File: config.mk
export PLATFORM = sky130hd
export DESIGN_NAME = vga_mem_rd_arbiter_flat
export DESIGN_NICKNAME = d
export VERILOG_FILES = /design/src/rtl/vga_mem_rd_arbiter_if.sv /design/src/rtl/vga_mem_rd_arbiter.sv /design/src/flat_wrapper.sv
export SDC_FILE = /design/constraint.sdc
export NUM_CORES = 1
export LEC_CHECK = 0
export CORE_AREA = 2 2 207 209
export CTS_CLUSTER_DIAMETER = 80
export DETAILED_ROUTE_END_ITERATION = 8
export DIE_AREA = 0 0 209 211
export GPL_TIMING_DRIVEN = 0
export SLEW_MARGIN = 20
export SYNTH_ARGS = -nofsm -noshare
export SYNTH_HDL_FRONTEND = slang
export SYNTH_SLANG_ARGS = --single-unit
File: constraint.sdc
create_clock -name mem_clk -period 11.5 [get_ports mem_clk]
set_input_delay 3.45 -clock mem_clk [delete_from_list [all_inputs] [get_ports mem_clk]]
set_output_delay 3.45 -clock mem_clk [all_outputs]
set_load 0.02 [all_outputs]
File: src/rtl/vga_mem_rd_arbiter_if.sv
// vga_mem_rd_arbiter_if
// Groups every signal between the arbiter and its environment. The
// environment is two AXI4 read masters and one memory-controller read port.
//   p0_* : display scanline fetcher (real-time) AR/R channel
//   p1_* : blitter / CPU DMA (best-effort) AR/R channel
//   mem_*: shared 128-bit memory-controller AR/R channel
//   rid_err: sticky error flag from the arbiter
// modport slave  : the arbiter's view. It serves p0/p1 and masters mem.
// modport master : the environment's view (requesters plus memory model).
interface vga_mem_rd_arbiter_if;
  logic [26:0]  p0_araddr,  p1_araddr;
  logic [7:0]   p0_arlen,   p1_arlen;
  logic         p0_arvalid, p1_arvalid;
  logic         p0_arready, p1_arready;
  logic [127:0] p0_rdata,   p1_rdata;
  logic [1:0]   p0_rresp,   p1_rresp;
  logic         p0_rlast,   p1_rlast;
  logic         p0_rvalid,  p1_rvalid;
  logic         p0_rready,  p1_rready;

  logic [3:0]   mem_arid;
  logic [26:0]  mem_araddr;
  logic [7:0]   mem_arlen;
  logic [2:0]   mem_arsize;
  logic [1:0]   mem_arburst;
  logic         mem_arlock;
  logic         mem_arvalid;
  logic         mem_arready;
  logic [3:0]   mem_rid;
  logic [127:0] mem_rdata;
  logic [1:0]   mem_rresp;
  logic         mem_rlast;
  logic         mem_rvalid;
  logic         mem_rready;

  logic         rid_err;

  modport slave (
    input  p0_araddr, p1_araddr, p0_arlen, p1_arlen, p0_arvalid, p1_arvalid,
    output p0_arready, p1_arready,
    output p0_rdata, p1_rdata, p0_rresp, p1_rresp, p0_rlast, p1_rlast,
    output p0_rvalid, p1_rvalid,
    input  p0_rready, p1_rready,
    output mem_arid, mem_araddr, mem_arlen, mem_arsize, mem_arburst,
    output mem_arlock, mem_arvalid,
    input  mem_arready,
    input  mem_rid, mem_rdata, mem_rresp, mem_rlast, mem_rvalid,
    output mem_rready,
    output rid_err
  );

  modport master (
    output p0_araddr, p1_araddr, p0_arlen, p1_arlen, p0_arvalid, p1_arvalid,
    input  p0_arready, p1_arready,
    input  p0_rdata, p1_rdata, p0_rresp, p1_rresp, p0_rlast, p1_rlast,
    input  p0_rvalid, p1_rvalid,
    output p0_rready, p1_rready,
    input  mem_arid, mem_araddr, mem_arlen, mem_arsize, mem_arburst,
    input  mem_arlock, mem_arvalid,
    output mem_arready,
    output mem_rid, mem_rdata, mem_rresp, mem_rlast, mem_rvalid,
    input  mem_rready,
    input  rid_err
  );
endinterface

File: src/rtl/vga_mem_rd_arbiter.sv
// vga_mem_rd_arbiter
// Two-port AXI4 read arbiter onto one memory-controller read port.
// Port 0 (display) has priority. Port 1 is guaranteed a grant after at most
// STARVE_LIMIT consecutive port-0 grants while it waits. Accepted bursts are
// counted per port until their rlast returns, and the total is capped at
// MAX_OUTSTANDING. R beats are routed back by mem_rid.
// Ports:
//   mem_clk   : clock
//   mem_reset : asynchronous active-high reset
//   bus       : vga_mem_rd_arbiter_if.slave (p0/p1 AR+R, mem AR+R, rid_err)
//
// state   | meaning
// --------+-----------------------------------------------
// S_EMPTY | no AR held, mem_arvalid=0
// S_FULL  | AR held for memory, fields stable until arready
module vga_mem_rd_arbiter #(
  parameter int MAX_OUTSTANDING = 4,
  parameter int STARVE_LIMIT    = 8
) (
  input  logic                  mem_clk,
  input  logic                  mem_reset,
  vga_mem_rd_arbiter_if.slave   bus
);
  localparam int CW = $clog2(MAX_OUTSTANDING + 1);
  localparam int SW = $clog2(STARVE_LIMIT + 1);

  typedef enum logic {S_EMPTY, S_FULL} state_t;

  state_t        state_q;
  logic [3:0]    arid_q;
  logic [26:0]   araddr_q;
  logic [7:0]    arlen_q;
  logic [CW-1:0] cnt0_q, cnt1_q, cnt0_d, cnt1_d;
  logic [SW-1:0] starve_q, starve_d;
  logic          err_q, err_d;

  logic          r_hs, last_hs, dec0, dec1, bad_rid, underflow;
  logic [CW:0]   total_eff;
  logic          cap_ok, gnt0, gnt1;

  // R routing: zero-latency, selected by mem_rid.
  always_comb begin
    bus.p0_rvalid  = 1'b0;
    bus.p1_rvalid  = 1'b0;
    bus.mem_rready = 1'b1;
    bad_rid        = 1'b0;
    case (bus.mem_rid)
      4'd0: begin
        bus.p0_rvalid  = bus.mem_rvalid;
        bus.mem_rready = bus.p0_rready;
      end
      4'd1: begin
        bus.p1_rvalid  = bus.mem_rvalid;
        bus.mem_rready = bus.p1_rready;
      end
      default: bad_rid = bus.mem_rvalid;
    endcase
  end

  assign bus.p0_rdata = bus.mem_rdata;
  assign bus.p1_rdata = bus.mem_rdata;
  assign bus.p0_rresp = bus.mem_rresp;
  assign bus.p1_rresp = bus.mem_rresp;
  assign bus.p0_rlast = bus.mem_rlast;
  assign bus.p1_rlast = bus.mem_rlast;

  assign r_hs      = bus.mem_rvalid & bus.mem_rready;
  assign last_hs   = r_hs & bus.mem_rlast;
  assign dec0      = last_hs & (bus.mem_rid == 4'd0) & (cnt0_q != '0);
  assign dec1      = last_hs & (bus.mem_rid == 4'd1) & (cnt1_q != '0);
  assign underflow = last_hs & (((bus.mem_rid == 4'd0) & (cnt0_q == '0)) |
                                ((bus.mem_rid == 4'd1) & (cnt1_q == '0)));

  // A burst completing this cycle frees its credit for a capture in the
  // same cycle, so the cap check uses the post-decrement total.
  assign total_eff = {1'b0, cnt0_q} + {1'b0, cnt1_q}
                   - {{CW{1'b0}}, dec0} - {{CW{1'b0}}, dec1};

  assign cap_ok = ((state_q == S_EMPTY) | bus.mem_arready) &
                  (total_eff < (CW+1)'(MAX_OUTSTANDING));
  assign gnt0   = cap_ok & bus.p0_arvalid &
                  ~(bus.p1_arvalid & (starve_q == SW'(STARVE_LIMIT)));
  assign gnt1   = cap_ok & bus.p1_arvalid & ~gnt0;

  assign bus.p0_arready = gnt0;
  assign bus.p1_arready = gnt1;

  always_comb begin
    cnt0_d = cnt0_q;
    cnt1_d = cnt1_q;
    case ({gnt0, dec0})
      2'b10:   cnt0_d = cnt0_q + 1'b1;
      2'b01:   cnt0_d = cnt0_q - 1'b1;
      default: cnt0_d = cnt0_q;
    endcase
    case ({gnt1, dec1})
      2'b10:   cnt1_d = cnt1_q + 1'b1;
      2'b01:   cnt1_d = cnt1_q - 1'b1;
      default: cnt1_d = cnt1_q;
    endcase

    starve_d = starve_q;
    if (gnt1 | ~bus.p1_arvalid)
      starve_d = '0;
    else if (gnt0 && (starve_q != SW'(STARVE_LIMIT)))
      starve_d = starve_q + 1'b1;

    err_d = err_q | bad_rid | underflow;
  end

  always_ff @(posedge mem_clk or posedge mem_reset) begin
    if (mem_reset) begin
      state_q  <= S_EMPTY;
      arid_q   <= '0;
      araddr_q <= '0;
      arlen_q  <= '0;
      cnt0_q   <= '0;
      cnt1_q   <= '0;
      starve_q <= '0;
      err_q    <= 1'b0;
    end else begin
      cnt0_q   <= cnt0_d;
      cnt1_q   <= cnt1_d;
      starve_q <= starve_d;
      err_q    <= err_d;
      if (gnt0 | gnt1) begin
        state_q  <= S_FULL;
        arid_q   <= {3'b000, gnt1};
        araddr_q <= gnt1 ? bus.p1_araddr : bus.p0_araddr;
        arlen_q  <= gnt1 ? bus.p1_arlen  : bus.p0_arlen;
      end else if (bus.mem_arready) begin
        state_q <= S_EMPTY;
      end
    end
  end

  assign bus.mem_arvalid = (state_q == S_FULL);
  assign bus.mem_arid    = arid_q;
  assign bus.mem_araddr  = araddr_q;
  assign bus.mem_arlen   = arlen_q;
  assign bus.mem_arsize  = 3'b100;
  assign bus.mem_arburst = 2'b01;
  assign bus.mem_arlock  = 1'b0;
  assign bus.rid_err     = err_q;

endmodule

File: src/flat_wrapper.sv
// flat-port wrapper written by rule: the top's interface ports become plain ports
module vga_mem_rd_arbiter_flat 
#(
  parameter int MAX_OUTSTANDING = 4,
  parameter int STARVE_LIMIT    = 8
)
  (mem_clk, mem_reset, bus_p0_araddr, bus_p1_araddr, bus_p0_arlen, bus_p1_arlen, bus_p0_arvalid, bus_p1_arvalid, bus_p0_arready, bus_p1_arready, bus_p0_rdata, bus_p1_rdata, bus_p0_rresp, bus_p1_rresp, bus_p0_rlast, bus_p1_rlast, bus_p0_rvalid, bus_p1_rvalid, bus_p0_rready, bus_p1_rready, bus_mem_arid, bus_mem_araddr, bus_mem_arlen, bus_mem_arsize, bus_mem_arburst, bus_mem_arlock, bus_mem_arvalid, bus_mem_arready, bus_mem_rid, bus_mem_rdata, bus_mem_rresp, bus_mem_rlast, bus_mem_rvalid, bus_mem_rready, bus_rid_err);
  vga_mem_rd_arbiter_if bus_i ();
  input  logic mem_clk;
  input  logic mem_reset;
  input wire logic [$bits(bus_i.p0_araddr)-1:0] bus_p0_araddr;
  input wire logic [$bits(bus_i.p1_araddr)-1:0] bus_p1_araddr;
  input wire logic [$bits(bus_i.p0_arlen)-1:0] bus_p0_arlen;
  input wire logic [$bits(bus_i.p1_arlen)-1:0] bus_p1_arlen;
  input wire logic [$bits(bus_i.p0_arvalid)-1:0] bus_p0_arvalid;
  input wire logic [$bits(bus_i.p1_arvalid)-1:0] bus_p1_arvalid;
  output wire logic [$bits(bus_i.p0_arready)-1:0] bus_p0_arready;
  output wire logic [$bits(bus_i.p1_arready)-1:0] bus_p1_arready;
  output wire logic [$bits(bus_i.p0_rdata)-1:0] bus_p0_rdata;
  output wire logic [$bits(bus_i.p1_rdata)-1:0] bus_p1_rdata;
  output wire logic [$bits(bus_i.p0_rresp)-1:0] bus_p0_rresp;
  output wire logic [$bits(bus_i.p1_rresp)-1:0] bus_p1_rresp;
  output wire logic [$bits(bus_i.p0_rlast)-1:0] bus_p0_rlast;
  output wire logic [$bits(bus_i.p1_rlast)-1:0] bus_p1_rlast;
  output wire logic [$bits(bus_i.p0_rvalid)-1:0] bus_p0_rvalid;
  output wire logic [$bits(bus_i.p1_rvalid)-1:0] bus_p1_rvalid;
  input wire logic [$bits(bus_i.p0_rready)-1:0] bus_p0_rready;
  input wire logic [$bits(bus_i.p1_rready)-1:0] bus_p1_rready;
  output wire logic [$bits(bus_i.mem_arid)-1:0] bus_mem_arid;
  output wire logic [$bits(bus_i.mem_araddr)-1:0] bus_mem_araddr;
  output wire logic [$bits(bus_i.mem_arlen)-1:0] bus_mem_arlen;
  output wire logic [$bits(bus_i.mem_arsize)-1:0] bus_mem_arsize;
  output wire logic [$bits(bus_i.mem_arburst)-1:0] bus_mem_arburst;
  output wire logic [$bits(bus_i.mem_arlock)-1:0] bus_mem_arlock;
  output wire logic [$bits(bus_i.mem_arvalid)-1:0] bus_mem_arvalid;
  input wire logic [$bits(bus_i.mem_arready)-1:0] bus_mem_arready;
  input wire logic [$bits(bus_i.mem_rid)-1:0] bus_mem_rid;
  input wire logic [$bits(bus_i.mem_rdata)-1:0] bus_mem_rdata;
  input wire logic [$bits(bus_i.mem_rresp)-1:0] bus_mem_rresp;
  input wire logic [$bits(bus_i.mem_rlast)-1:0] bus_mem_rlast;
  input wire logic [$bits(bus_i.mem_rvalid)-1:0] bus_mem_rvalid;
  output wire logic [$bits(bus_i.mem_rready)-1:0] bus_mem_rready;
  output wire logic [$bits(bus_i.rid_err)-1:0] bus_rid_err;
  assign bus_i.p0_araddr = bus_p0_araddr;
  assign bus_i.p1_araddr = bus_p1_araddr;
  assign bus_i.p0_arlen = bus_p0_arlen;
  assign bus_i.p1_arlen = bus_p1_arlen;
  assign bus_i.p0_arvalid = bus_p0_arvalid;
  assign bus_i.p1_arvalid = bus_p1_arvalid;
  assign bus_p0_arready = bus_i.p0_arready;
  assign bus_p1_arready = bus_i.p1_arready;
  assign bus_p0_rdata = bus_i.p0_rdata;
  assign bus_p1_rdata = bus_i.p1_rdata;
  assign bus_p0_rresp = bus_i.p0_rresp;
  assign bus_p1_rresp = bus_i.p1_rresp;
  assign bus_p0_rlast = bus_i.p0_rlast;
  assign bus_p1_rlast = bus_i.p1_rlast;
  assign bus_p0_rvalid = bus_i.p0_rvalid;
  assign bus_p1_rvalid = bus_i.p1_rvalid;
  assign bus_i.p0_rready = bus_p0_rready;
  assign bus_i.p1_rready = bus_p1_rready;
  assign bus_mem_arid = bus_i.mem_arid;
  assign bus_mem_araddr = bus_i.mem_araddr;
  assign bus_mem_arlen = bus_i.mem_arlen;
  assign bus_mem_arsize = bus_i.mem_arsize;
  assign bus_mem_arburst = bus_i.mem_arburst;
  assign bus_mem_arlock = bus_i.mem_arlock;
  assign bus_mem_arvalid = bus_i.mem_arvalid;
  assign bus_i.mem_arready = bus_mem_arready;
  assign bus_i.mem_rid = bus_mem_rid;
  assign bus_i.mem_rdata = bus_mem_rdata;
  assign bus_i.mem_rresp = bus_mem_rresp;
  assign bus_i.mem_rlast = bus_mem_rlast;
  assign bus_i.mem_rvalid = bus_mem_rvalid;
  assign bus_mem_rready = bus_i.mem_rready;
  assign bus_rid_err = bus_i.rid_err;
  vga_mem_rd_arbiter #(.MAX_OUTSTANDING(MAX_OUTSTANDING), .STARVE_LIMIT(STARVE_LIMIT)) u_core (.mem_clk(mem_clk), .mem_reset(mem_reset), .bus(bus_i));
endmodule
---- Word level (Yosys, flattened, before mapping) ----
Cells that the tools add are included.
word-level totals
  bits in registers ....................... 48
  input bits .............................. 213
  output and inout port bits .............. 314
  word-level logic and storage cells ...... 72
operators by class
  add/subtract/negate cells ............... 8
  order comparisons ....................... 1
  eq/ne operators ......................... 7
  mux-type cells .......................... 12
  bitwise gates (word level) .............. 25
  reductions and logical operators ........ 11
operator list
  kind                                                         count
  two-way mux 27 bit                                           1
  AND 1 bit                                                    15
  one-hot mux 3 bit (2 select lines)                           2
  two-way mux 4 bit                                            2
  two-way mux 8 bit                                            1
  nonzero test 2 bit                                           4
  subtractor 4 x 1 -> 4 bit                                    2
  adder 3 x 1 -> 3 bit (second input constant)                 2
  zero test 3 bit                                              2
  OR 1 bit                                                     6
  nonzero test 3 bit                                           2
  subtractor 3 x 1 -> 3 bit (second input constant)            2
  two-way mux 1 bit                                            5
  adder 3 x 3 -> 4 bit                                         1
  adder 4 x 1 -> 4 bit (second input constant)                 1
  equality test 2 x 1 -> 1 bit (second input constant)         2
  equality test 2 bit (second input constant)                  2
  equality test 4 x 1 -> 1 bit (second input constant)         1
  equality test 4 bit (second input constant)                  1
  zero test 4 bit                                              1
  less-than comparator 4 x 3 -> 1 bit (second input constant)  1
  inequality test 4 bit (second input constant)                1
  inverter 1 bit                                               4
  one-hot mux 1 bit (2 select lines)                           1
  2 further kinds                                              2

---- Longest topological paths before layout ----
Gate-level depths: netlist of run 1.
  word-level depth ........................ 16
  mapped depth ............................ 19

---- Worst setup path before layout of run 1 ----
No wires, ideal clock.
  path type ............................... input-to-output
  from .................................... input port bus_mem_rid[3]
  to ...................................... output port bus_p1_arready
  arrival time ............................ 6.454 ns
  setup slack ............................. 1.596 ns
  stages .................................. 11
  buffers on the path ..................... 1
  path through ............................ nor3_1 -> nand4_1 -> nor3_1 -> fa_1 -> fa_1 -> inv_1 -> ha_1 -> a31oi_1 -> mux2_4 -> nor3b_4 -> buf_6
on the way
  cells in the longest elaborated chain, start to end .. 14
  elaborated cells between the ends (all ways) .. 18
RTL lines
  element                                                                 line                                                                          text
  start, declared                                                         flat_wrapper.sv:37                                                            input wire logic [$bits(bus_i.mem_rid)-1:0] bus_mem_rid;
  equality test 4 x 1 -> 1 bit / zero test 4 bit (equally long branches)  vga_mem_rd_arbiter.sv:47, vga_mem_rd_arbiter.sv:70, vga_mem_rd_arbiter.sv:69
  one-hot mux 1 bit (2 select lines)                                      vga_mem_rd_arbiter.sv:47                                                      case (bus.mem_rid)
  AND 1 bit                                                               vga_mem_rd_arbiter.sv:67                                                      assign r_hs = bus.mem_rvalid & bus.mem_rready;
  AND 1 bit                                                               vga_mem_rd_arbiter.sv:68                                                      assign last_hs = r_hs & bus.mem_rlast;
  AND 1 bit (2 in a row)                                                  vga_mem_rd_arbiter.sv:69                                                      assign dec0 = last_hs & (bus.mem_rid == 4'd0) & (cnt0_q != '0);
  subtractor 4 x 1 -> 4 bit                                               vga_mem_rd_arbiter.sv:77                                                      - {{CW{1'b0}}, dec0} - {{CW{1'b0}}, dec1};
  subtractor 4 x 1 -> 4 bit (*)                                           vga_mem_rd_arbiter.sv:77
  less-than comparator 4 x 3 -> 1 bit (*)                                 vga_mem_rd_arbiter.sv:80                                                      (total_eff < (CW+1)'(MAX_OUTSTANDING));
  AND 1 bit (*)                                                           vga_mem_rd_arbiter.sv:79                                                      assign cap_ok = ((state_q == S_EMPTY) | bus.mem_arready) &
  AND 1 bit (2 in a row)                                                  vga_mem_rd_arbiter.sv:81                                                      assign gnt0 = cap_ok & bus.p0_arvalid &
  inverter 1 bit                                                          vga_mem_rd_arbiter.sv:83                                                      assign gnt1 = cap_ok & bus.p1_arvalid & ~gnt0;
  AND 1 bit (*)                                                           vga_mem_rd_arbiter.sv:83
  end, declared                                                           flat_wrapper.sv:18                                                            output wire logic [$bits(bus_i.p1_arready)-1:0] bus_p1_arready;
Every way passes the cells marked *; elsewhere a longest branch is shown, timed or not.

---- Final worst setup path of run 1 ----
Same ends and word-level chain as after synthesis.

==> impl_results.md, run 1 <==
* CTS tree: built
* CTS sink count at 48
* Post-CTS sizing at 0
* Clk slew on worst S/H paths at 0.07 ns
* I/O pin total at ~530
* HP Class: reg2reg
* Met3 WL post-DR at around 1600 um
* Kind of critical path: in2out
* Slew margin rel. at 0.572
* Vias at 4,622
* Met2 wire len at 10,000 um
* Pins Over Slew Limit at 0
* Async SR Flop Fraction at 1.00
* Starting Density at 0.109
* Total GRT Usage at 0.0799
* Initial drt markers at around 160
* Vias in the first global route at a little under 5,000
* Worst IR drop on VDD at 0.0645 mV
* Area leader, netlist: buf_4
* Placed instance area at 9160 um^2
* Crit-path max FO at 10
* Site Rows at 75
* Synth Warn # at 0
* Synthesized area at between 4000 and 5000 um^2
* Fin. Hold Viols at 0
* Share of layout cells above drive strength 1 at 0.315
* Final ANT Viol Nets at 0
* Dpl hpwl at around 16,000 um
* Max_cap viols at 0
* Worst setup SP type: input port
* Worst Reg-to-Reg Cells at 15
* Slew @ Worst Pin at 0.642 ns
* Initial antenna violation count at 0
* EDFF count, synth at 0
* Leak at 4.10 nW
* Final Setup Violations at 0
* Nets@finish at 1,154
* RR Startpoint: u_core.cnt1_q[0]$_DFFE_PP0P_
* RSZ-0062 raised after global routing: no
* CP endpoint kind: output pin
* Outcome: finished clean
* Top cell type's share of synthesized area at 0.446
* Most used flip-flop cell after synthesis: dfrtp_1
* Unique masters post-synth at 36
* Design area at 9310 um^2
* Final Critical Period at 11.09 ns
* Cts hold-fix bufs at 0
* Most common cell in the synthesized netlist: buf_4
* Sequential-to-total area share from yosys stat at 0.263
* Crit path from: bus_mem_rid[3]
* PortBufs at 387
* Num CTS Buffers at 5
* First-pass GRT wire length at about 27,000 um
* RR Endpoint: u_core.cnt1_q[1]$_DFFE_PP0P_
* WL met1 at 6940 um
* Worst R2R Setup Slack at 7.51 ns
* Drt first pass iters at 4
* Top cells by area, synth: buf_4 (45%), dfrtp_1 (26%), a221o_1 (7.7%)
* Hold Slack at 0.488 ns
* Period utilization at 0.965
* Die width at 209 um
* Root buffer cell: clkbuf_16
* Top Metal Used: met4
* Largest net degree at the start of global routing at 32
* Seq cells post-synth at 48
* Area delta synth->final at 104%
* Synth Instances at 526
* H-tree depth at 2
* Post-Syn Area per Cell at between 8 and 9 um^2
* Clk_lat worst skew at 0.31 ns
* Crit path capture: bus_p1_arready
* DRC viols at 0
* Routed vias/inst at 3.14
* Most frequent cells after synthesis: buf_4 (271), dfrtp_1 (48), nand2_1 (41), nor2_1 (38), a221o_1 (35)
* Max Clock Skew at 0.00818 ns
* CTS max path bufs at 2
* Routability cong. at between 0.8 and 0.9
* Routed WL at 18,800 um
* Die Area at 44,100 um^2
* Global route overflow at 0
* Core area at 41,800 um^2
* Die H at ~210 um
* Power density cells at 131 nW/um^2
* Worst EP required at approximately 8 ns
* DR WL/cell at roughly 13 um
* Filler Cell Count at about 4,500
* Crit path arrival time at approximately 7.6 ns
* Max Fclk at 90.1 MHz
cells in the final DEF, fill, tap and decap left out, types with 4 or more instances in the layout:
master,Yosys,layout
dfrtp_1,48,48
clkbuf_1,5,6
buf_2,5,5
nor3_1,4,4
buf_4,271,272
conb_1,2,9
nor2_1,38,38
xnor2_1,5,5
inv_1,21,20
clkbuf_16,0,5
ha_1,8,8
fa_1,4,4
nand3_1,4,4
a221o_1,35,35
nand2_1,41,41
clkdlybuf4s50_1,0,387
stage by stage:
stage | instances | power, mW | setup TNS (ns) | util | worst slack, ns
4_1_cts | 1468 | 1.25 | 0 | 0.223 | 0.344
3_3_place_gp | 1459 | 1.07 | -0.305 | 0.219 | -0.305
5_1_grt | 1468 | 1.30 | 0 | 0.223 | 0.0923
6_report | 1470 | 1.22 | 0 | 0.223 | 0.407
3_5_place_dp | 1460 | 1.08 | -0.283 | 0.219 | -0.283
2_1_floorplan | 533 | 0.722 | 0 | - | 1.60
how the worst min path moves through the flow:
stage | endpoint | slack, ns | start | cells past startpoint
after global routing | u_core.bus.mem_arid[0]$_DFFE_PP0P_ | 0.51 | u_core.bus.mem_arid[0]$_DFFE_PP0P_ | 1
final | u_core.bus.rid_err$_DFF_PP0_ | 0.49 | u_core.bus.rid_err$_DFF_PP0_ | 2
after detailed placement | u_core.bus.rid_err$_DFF_PP0_ | 0.47 | u_core.bus.rid_err$_DFF_PP0_ | 2
after floorplan | u_core.cnt0_q[0]$_DFFE_PP0P_ | 0.47 | u_core.cnt0_q[0]$_DFFE_PP0P_ | 1
after global placement | u_core.bus.rid_err$_DFF_PP0_ | 0.48 | u_core.bus.rid_err$_DFF_PP0_ | 2
after CTS | u_core.bus.rid_err$_DFF_PP0_ | 0.49 | u_core.bus.rid_err$_DFF_PP0_ | 2
flip-flops by register name (all words and copies together), names as in the netlist:
name,cells
u_core.cnt0_q,3
u_core.cnt1_q,3
u_core.bus.mem_araddr,27
u_core.bus.mem_arvalid,1
u_core.bus.rid_err,1
u_core.bus.mem_arlen,8
u_core.starve_q,4
u_core.bus.mem_arid,1
critical path: stages:
cell and delay [ns]:
clkdlybuf4s50_1 0.40, nor3_1 0.36, nand4_1 0.21, nor3b_1 0.38, fa_1 0.49, fa_1 0.36
inv_1 0.06, ha_1 0.22, a31oi_1 0.22, mux2_4 0.40, nor3b_4 0.25, buf_6 0.19
clkdlybuf4s50_1 0.63
cell type report:
class	count	area (um^2)	share of cell area
Timing Repair Buffer	389	3900	0.419
Buffer	286	2120	0.228
Sequential cell	48	1200	0.129
Multi-Input combinational cell	178	1190	0.128
Tap cell	539	674	0.0725
Clock buffer	6	129	0.0138
Inverter	21	81.3	0.00874
Clock inverter	1	5.00	0.000538
Antenna cell	2	5.00	0.000538
layer usage:
layer	global-route usage	vias to the layer above
met4	0.0222	0
met1	0.0858	2101
met5	0	-
met3	0.0230	13
met2	0.152	284
li1	-	2224
where the power goes:
part	switching, mW	internal, mW	total, mW
combinational	0.384	0.393	0.776
sequential	0.0488	0.240	0.289
clock	0.0769	0.0798	0.157
cell families after synthesis:
group / after synthesis / share of synthesized area
muxes: 5 / 0.0123
other: 2 / 0.00165
DFF: 48 / 0.263
adders and majority gates: 12 / 0.0395
buffers and inverters: 307 / 0.482
and+or+nand+nor: 98 / 0.0927
xor gates and xnor gates: 7 / 0.0134
AOI/OAI and AO/OA: 47 / 0.0957
what timing repair did:
action / 4_1_cts / 5_1_grt
setup endpoints to repair: 1 / 0
setup buffers: 1 / 0
hold endpoints to repair: 0 / 0
Note: power is estimated with default switching activity, not from simulation.
==> run 2, diff against run 1 <==
--- a/config.mk
+++ b/config.mk
@@ -10,7 +10,6 @@
 export DETAILED_ROUTE_END_ITERATION = 8
 export DIE_AREA = 0 0 209 211
 export GPL_TIMING_DRIVEN = 0
-export SLEW_MARGIN = 20
 export SYNTH_ARGS = -nofsm -noshare
 export SYNTH_HDL_FRONTEND = slang
 export SYNTH_SLANG_ARGS = --single-unit
==> impl_results.md, run 2 (synthesis results as in run 1) <==
* CTS tree: built
* Share of layout cells above drive strength 1 at 0.315
* Vias at 4,636
* Routed vias/inst at 3.15
* Period utilization at 0.967
* Drt first pass iters at 4
* Setup TNS at 0 ns
* Worst Reg-to-Reg Cells at 15
* # placed instances at 1,460
* HP Class: reg2reg
* Routed WL at 18,900 um
* Commonest non-fill, non-tap cells in the layout: clkdlybuf4s50_1 (387), buf_4 (272), dfrtp_1 (48)
* Power density cells at 131 nW/um^2
* Clk_lat worst skew at roughly 0.31 ns
* Cts hold-fix bufs at 0
* I/O pin total at between 500 and 600
* Total GRT Usage at 0.0807
* Kind of critical path: in2out
* First-pass GRT wire length at 27,300 um
* Slew margin rel. at 0.599
* Placed instance area at 9160 um^2
* Clk slew on worst S/H paths at roughly 0.070 ns
* Max Clock Skew at between 0.008 and 0.009 ns
* Largest register FFs at 27
* Design area at 9310 um^2
* RSZ-0062 raised after global routing: no
* Die width at 209 um
* DR WL/cell at roughly 13 um
* Hold path cells at 2
* Core area at 41,800 um^2
* DRC viols at 0
* Num CTS Buffers at 5
* Commonest non-fill, non-tap cell in the layout: clkdlybuf4s50_1
* Pins Over Slew Limit at 0
* Final Critical Period at 11.12 ns
* Slew @ Worst Pin at 0.601 ns
* CTS sink count at 48
* Starting Density at 0.109
* H-tree depth at 2
* Root buffer cell: clkbuf_16
* Die H at 211 um
* Max Fclk at between 80 and 90 MHz
* CP endpoint kind: output pin
* Final ANT Viol Nets at 0
* Vias in the first global route at ~5,000
* Post-Layout Cell Count at 1,470
* Largest net degree at the start of global routing at 32
* Max_cap viols at 0
* Fin. Hold Viols at 0
* Final Power at 1.22 mW
* Leak at between 4 and 5 nW
* PortBufs at 387
* Global route overflow at 0
* Initial antenna violation count at 0
* Outcome: finished clean
* Worst IR drop on VDD at 0.0762 mV
* Final Setup Violations at 0
* Final Core Density at 0.223
* Dpl hpwl at 16,100 um
* Worst setup SP type: input port
* Die Area at roughly 44,000 um^2
* Area delta synth->final at 104%
* CTS max path bufs at 2
* Site Rows at 75
* Crit path arrival time at 7.67 ns
* Crit-path max FO at 10
* Nets@finish at 1,154
* Worst EP required at 8.05 ns
* Routability cong. at approximately 0.81
* Initial drt markers at 135
==> run 2: cell counts in the layout (fill, tap and decap cells not counted) <==
No cell type changed its count.
==> run 2: stage by stage <==
| stage | hold slack (ns) | worst slack, ns |
|---|---|---|
| detailed placement | 0.474 | -0.258 |
| floorplan | 0.469 | 1.60 |
| global route | 0.522 | 0.0598 |
| CTS | 0.492 | 0.317 |
| global placement | 0.476 | -0.305 |
| finish | 0.488 | 0.384 |
==> run 2: layout make-up <==
| cell class | count | area [um^2] |
|---|---|---|
| multi-input combinational | 178 | 1190 |
| fill | 4542 | 32500 |
| inverter | 21 | 78.8 |
| buffer | 286 | 2120 |
| tap | 539 | 674 |
| timing repair buffer | 389 | 3900 |
| clock inverter | 1 | 5.00 |
| sequential | 48 | 1200 |
| antenna | 2 | 5.00 |
| clock buffer | 6 | 129 |
==> run 2: worst paths after layout <==
kind	from	slack [ns]	to
min	u_core.bus.rid_err$_DFF_PP0_	0.49	u_core.bus.rid_err$_DFF_PP0_
max reg2reg	u_core.cnt1_q[0]$_DFFE_PP0P_	7.49	u_core.cnt1_q[1]$_DFFE_PP0P_
min reg2reg	u_core.bus.rid_err$_DFF_PP0_	0.49	u_core.bus.rid_err$_DFF_PP0_
max	bus_mem_rid[3]	0.38	bus_p1_arready
min in group asynchronous	mem_reset	3.47	u_core.bus.mem_araddr[20]$_DFFE_PP0P_
max in group asynchronous	mem_reset	7.45	u_core.bus.mem_araddr[15]$_DFFE_PP0P_
==> run 2: report_power, final <==
part	leakage (nW)	switching [mW]	internal (mW)	total [mW]
Clock	0.0667	0.0756	0.0797	0.155
Sequential	0.597	0.0494	0.240	0.290
Combinational	3.44	0.381	0.392	0.774
Total	4.10	0.506	0.712	1.22
==> run 2: repair_timing <==
| action | CTS | global route |
|---|---|---|
| resized for setup | 0 | 0 |
| endpoints found under the hold margin | 0 | 0 |
| setup buffers | 1 | 0 |
| setup endpoints to repair | 1 | 0 |
==> run 2: critical path, cell delays in order <==
cell and delay [ns]:
clkdlybuf4s50_1 0.40, nor3_1 0.36, nand4_1 0.21, nor3b_1 0.38
fa_1 0.50, fa_1 0.37, inv_1 0.06, ha_1 0.21
a31oi_1 0.22, mux2_4 0.41, nor3b_4 0.25, buf_6 0.20
clkdlybuf4s50_1 0.63
==> run 2: per-layer routing <==
metal | share of wire | track usage
met1 | 0.37 | 0.0873
met2 | 0.54 | 0.153
met3 | 0.084 | 0.0241
met4 | 0.012 | 0.0202
met5 | 0 | 0
==> run 3, diff against run 2 <==
--- a/config.mk
+++ b/config.mk
@@ -5,10 +5,11 @@
 export SDC_FILE = /design/constraint.sdc
 export NUM_CORES = 1
 export LEC_CHECK = 0
-export CORE_AREA = 2 2 207 209
+export CORE_AREA = 2 2 202 204
+export CTS_BUF_LIST = sky130_fd_sc_hd__clkbuf_4 sky130_fd_sc_hd__clkbuf_8
 export CTS_CLUSTER_DIAMETER = 80
 export DETAILED_ROUTE_END_ITERATION = 8
-export DIE_AREA = 0 0 209 211
+export DIE_AREA = 0 0 204 206
 export GPL_TIMING_DRIVEN = 0
 export SYNTH_ARGS = -nofsm -noshare
 export SYNTH_HDL_FRONTEND = slang
==> constraint.sdc (replaced) <==
create_clock -name mem_clk -period 10.3 [get_ports mem_clk]
set_input_delay 3.09 -clock mem_clk [delete_from_list [all_inputs] [get_ports mem_clk]]
set_output_delay 3.09 -clock mem_clk [all_outputs]
set_load 0.05 [all_outputs]
==> impl_results.md, run 3 (synthesis results as in run 1) <==
* Worst setup SP type: input port
* Initial drt markers at 174
* Fin. Hold Viols at 0
* Site Rows at 74
* Root buffer cell: clkbuf_8
* First-pass GRT wire length at 27,200 um
* RSZ-0062 raised after global routing: no
* I/O pin total at 527
* Max Fclk at between 100 and 150 MHz
* Nets@finish at 1,154
* Worst IR drop on VDD at 0.0830 mV
* Hold EP: u_core.bus.rid_err$_DFF_PP0_
* Slew margin rel. at 0.503
* CTS sink count at 48
* PortBufs at 387
* Pins Over Slew Limit at 0
* Initial antenna violation count at 0
* Clk_lat worst skew at 0.36 ns
* Final Power at about 1.6 mW
* Power density cells at 176 nW/um^2
* Total GRT Usage at 0.0866
* Max_cap viols at 0
* H-tree depth at 2
* Final Core Density at 0.231
* Period utilization at 0.970
* Hold wc startpoint: u_core.bus.rid_err$_DFF_PP0_
* DRC viols at 0
* CTS tree: built
* Starting Density at 0.114
* Drt first pass iters at 4
* Routability cong. at 0.800
* Largest net degree at the start of global routing at 30
* CP endpoint kind: output pin
* Routed vias/inst at 3.17
* Area delta synth->final at 103%
* Leak at 4.10 nW
* Kind of critical path: in2out
* Dpl hpwl at roughly 17,000 um
* Cts hold-fix bufs at 0
* Final Critical Period at roughly 10 ns
* Commonest non-fill, non-tap cell in the layout: clkdlybuf4s50_1
* RR Startpoint: u_core.cnt1_q[0]$_DFFE_PP0P_
* Worst EP required at 7.21 ns
* Design area at 9280 um^2
* Die width at 204 um
* Final Setup Violations at 0
* Worst R2R Setup Slack at 6.26 ns
* Vias in the first global route at between 4,000 and 5,000
* Final ANT Viol Nets at 0
* Core area at 40,200 um^2
* Share of layout cells above drive strength 1 at 0.323
* Crit path arrival time at roughly 6.9 ns
* Commonest non-fill, non-tap cells in the layout: clkdlybuf4s50_1 (385), buf_4 (272), dfrtp_1 (48)
* Die Area at 42,000 um^2
* Slew @ Worst Pin at 0.743 ns
* Outcome: finished clean
* HP Class: reg2reg
* DR WL/cell at 13.7 um
* Vias at 4,635
* Hold path cells at 2
* Placed instance area at 9150 um^2
* Largest register FFs at 27
* CTS max path bufs at 2
* Num CTS Buffers at 5
* Global route overflow at 0
* RR Endpoint: u_core.cnt1_q[2]$_DFFE_PP0P_
* Routed WL at 20,000 um
* Filler Cell Count at 4,371
* Crit-path max FO at 10
* Die H at 206 um
* Worst Reg-to-Reg Cells at 17
* Antenna diodes at 0
* Max Clock Skew at 0.0199 ns
* Clk slew on worst S/H paths at 0.11 ns
run 3: changes by cell type in the layout (fill, tap and decap cells not counted), moves of 2 or more:
| cell | before | now |
|---|---|---|
| diode_2 | 2 | 0 |
| clkbuf_8 | 0 | 6 |
| nor3_2 | 0 | 2 |
| clkbuf_16 | 5 | 0 |
| nor3_1 | 4 | 2 |
| clkdlybuf4s50_1 | 387 | 385 |
run 3: cell type report:
cell class | count | area, um^2 | share of cell area
inverter | 21 | 78.8 | 0.00849
tap | 532 | 666 | 0.0717
clock buffer | 6 | 82.6 | 0.00889
timing repair buffer | 389 | 3890 | 0.419
buffer | 286 | 2120 | 0.228
multi-input combinational | 178 | 1210 | 0.130
sequential | 48 | 1200 | 0.129
clock inverter | 2 | 38.8 | 0.00418
run 3: worst max-delay path by stage:
stage / from / end / slack, ns
detailed placement: bus_mem_rid[3] / bus_p1_arready / -0.85
finish: bus_mem_rid[0] / bus_p1_arready / 0.31
floorplan: bus_mem_rid[3] / bus_p1_arready / 1.07
global route: bus_mem_rid[0] / bus_p1_arready / 0.09
CTS: bus_mem_rid[3] / bus_p0_arready / 0.04
global placement: bus_mem_rid[3] / bus_p1_arready / -0.88
run 3: timing repair:
| item | in CTS | in global routing |
|---|---|---|
| endpoints found under the hold margin | 0 | 0 |
| resized for setup | 4 | 7 |
| endpoints found under the setup margin | 2 | 2 |
| setup buffers | 1 | 0 |
| pin swaps | 1 | 0 |
| gates cloned | 0 | 0 |
run 3: metrics by stage:
step / TNS (ns) / setup slack, ns / hold WS, ns / instances
CTS: 0 / 0.0429 / 0.497 / 1462
global route: 0 / 0.0886 / 0.528 / 1462
floorplan: 0 / 1.07 / 0.469 / 533
global placement: -1.12 / -0.882 / 0.456 / 1452
detailed placement: -1.07 / -0.852 / 0.470 / 1453
finish: 0 / 0.307 / 0.492 / 1462
run 3: metal layers:
| layer | GRT usage | part of all wire |
|---|---|---|
| met5 | 0 | 0 |
| met4 | 0.0246 | 0.018 |
| met3 | 0.0248 | 0.076 |
| met2 | 0.149 | 0.51 |
| met1 | 0.105 | 0.40 |
run 3: critical path, stage by stage:
cell and delay [ns]:
clkdlybuf4s50_1 0.53, mux2_2 0.29, nand4_1 0.18, nor3b_2 0.29, fa_1 0.47, fa_1 0.37
inv_1 0.06, ha_1 0.22, a31oi_1 0.24, mux2_4 0.40, nor3b_4 0.27, buf_6 0.20
buf_2 0.29
run 3: report_power, final:
| group | internal [mW] | total (mW) | switching (mW) | leakage (nW) |
|---|---|---|---|---|
| Sequential | 0.268 | 0.317 | 0.0499 | 0.597 |
| Combinational | 0.435 | 1.15 | 0.718 | 3.44 |
| Clock | 0.0799 | 0.167 | 0.0867 | 0.0614 |
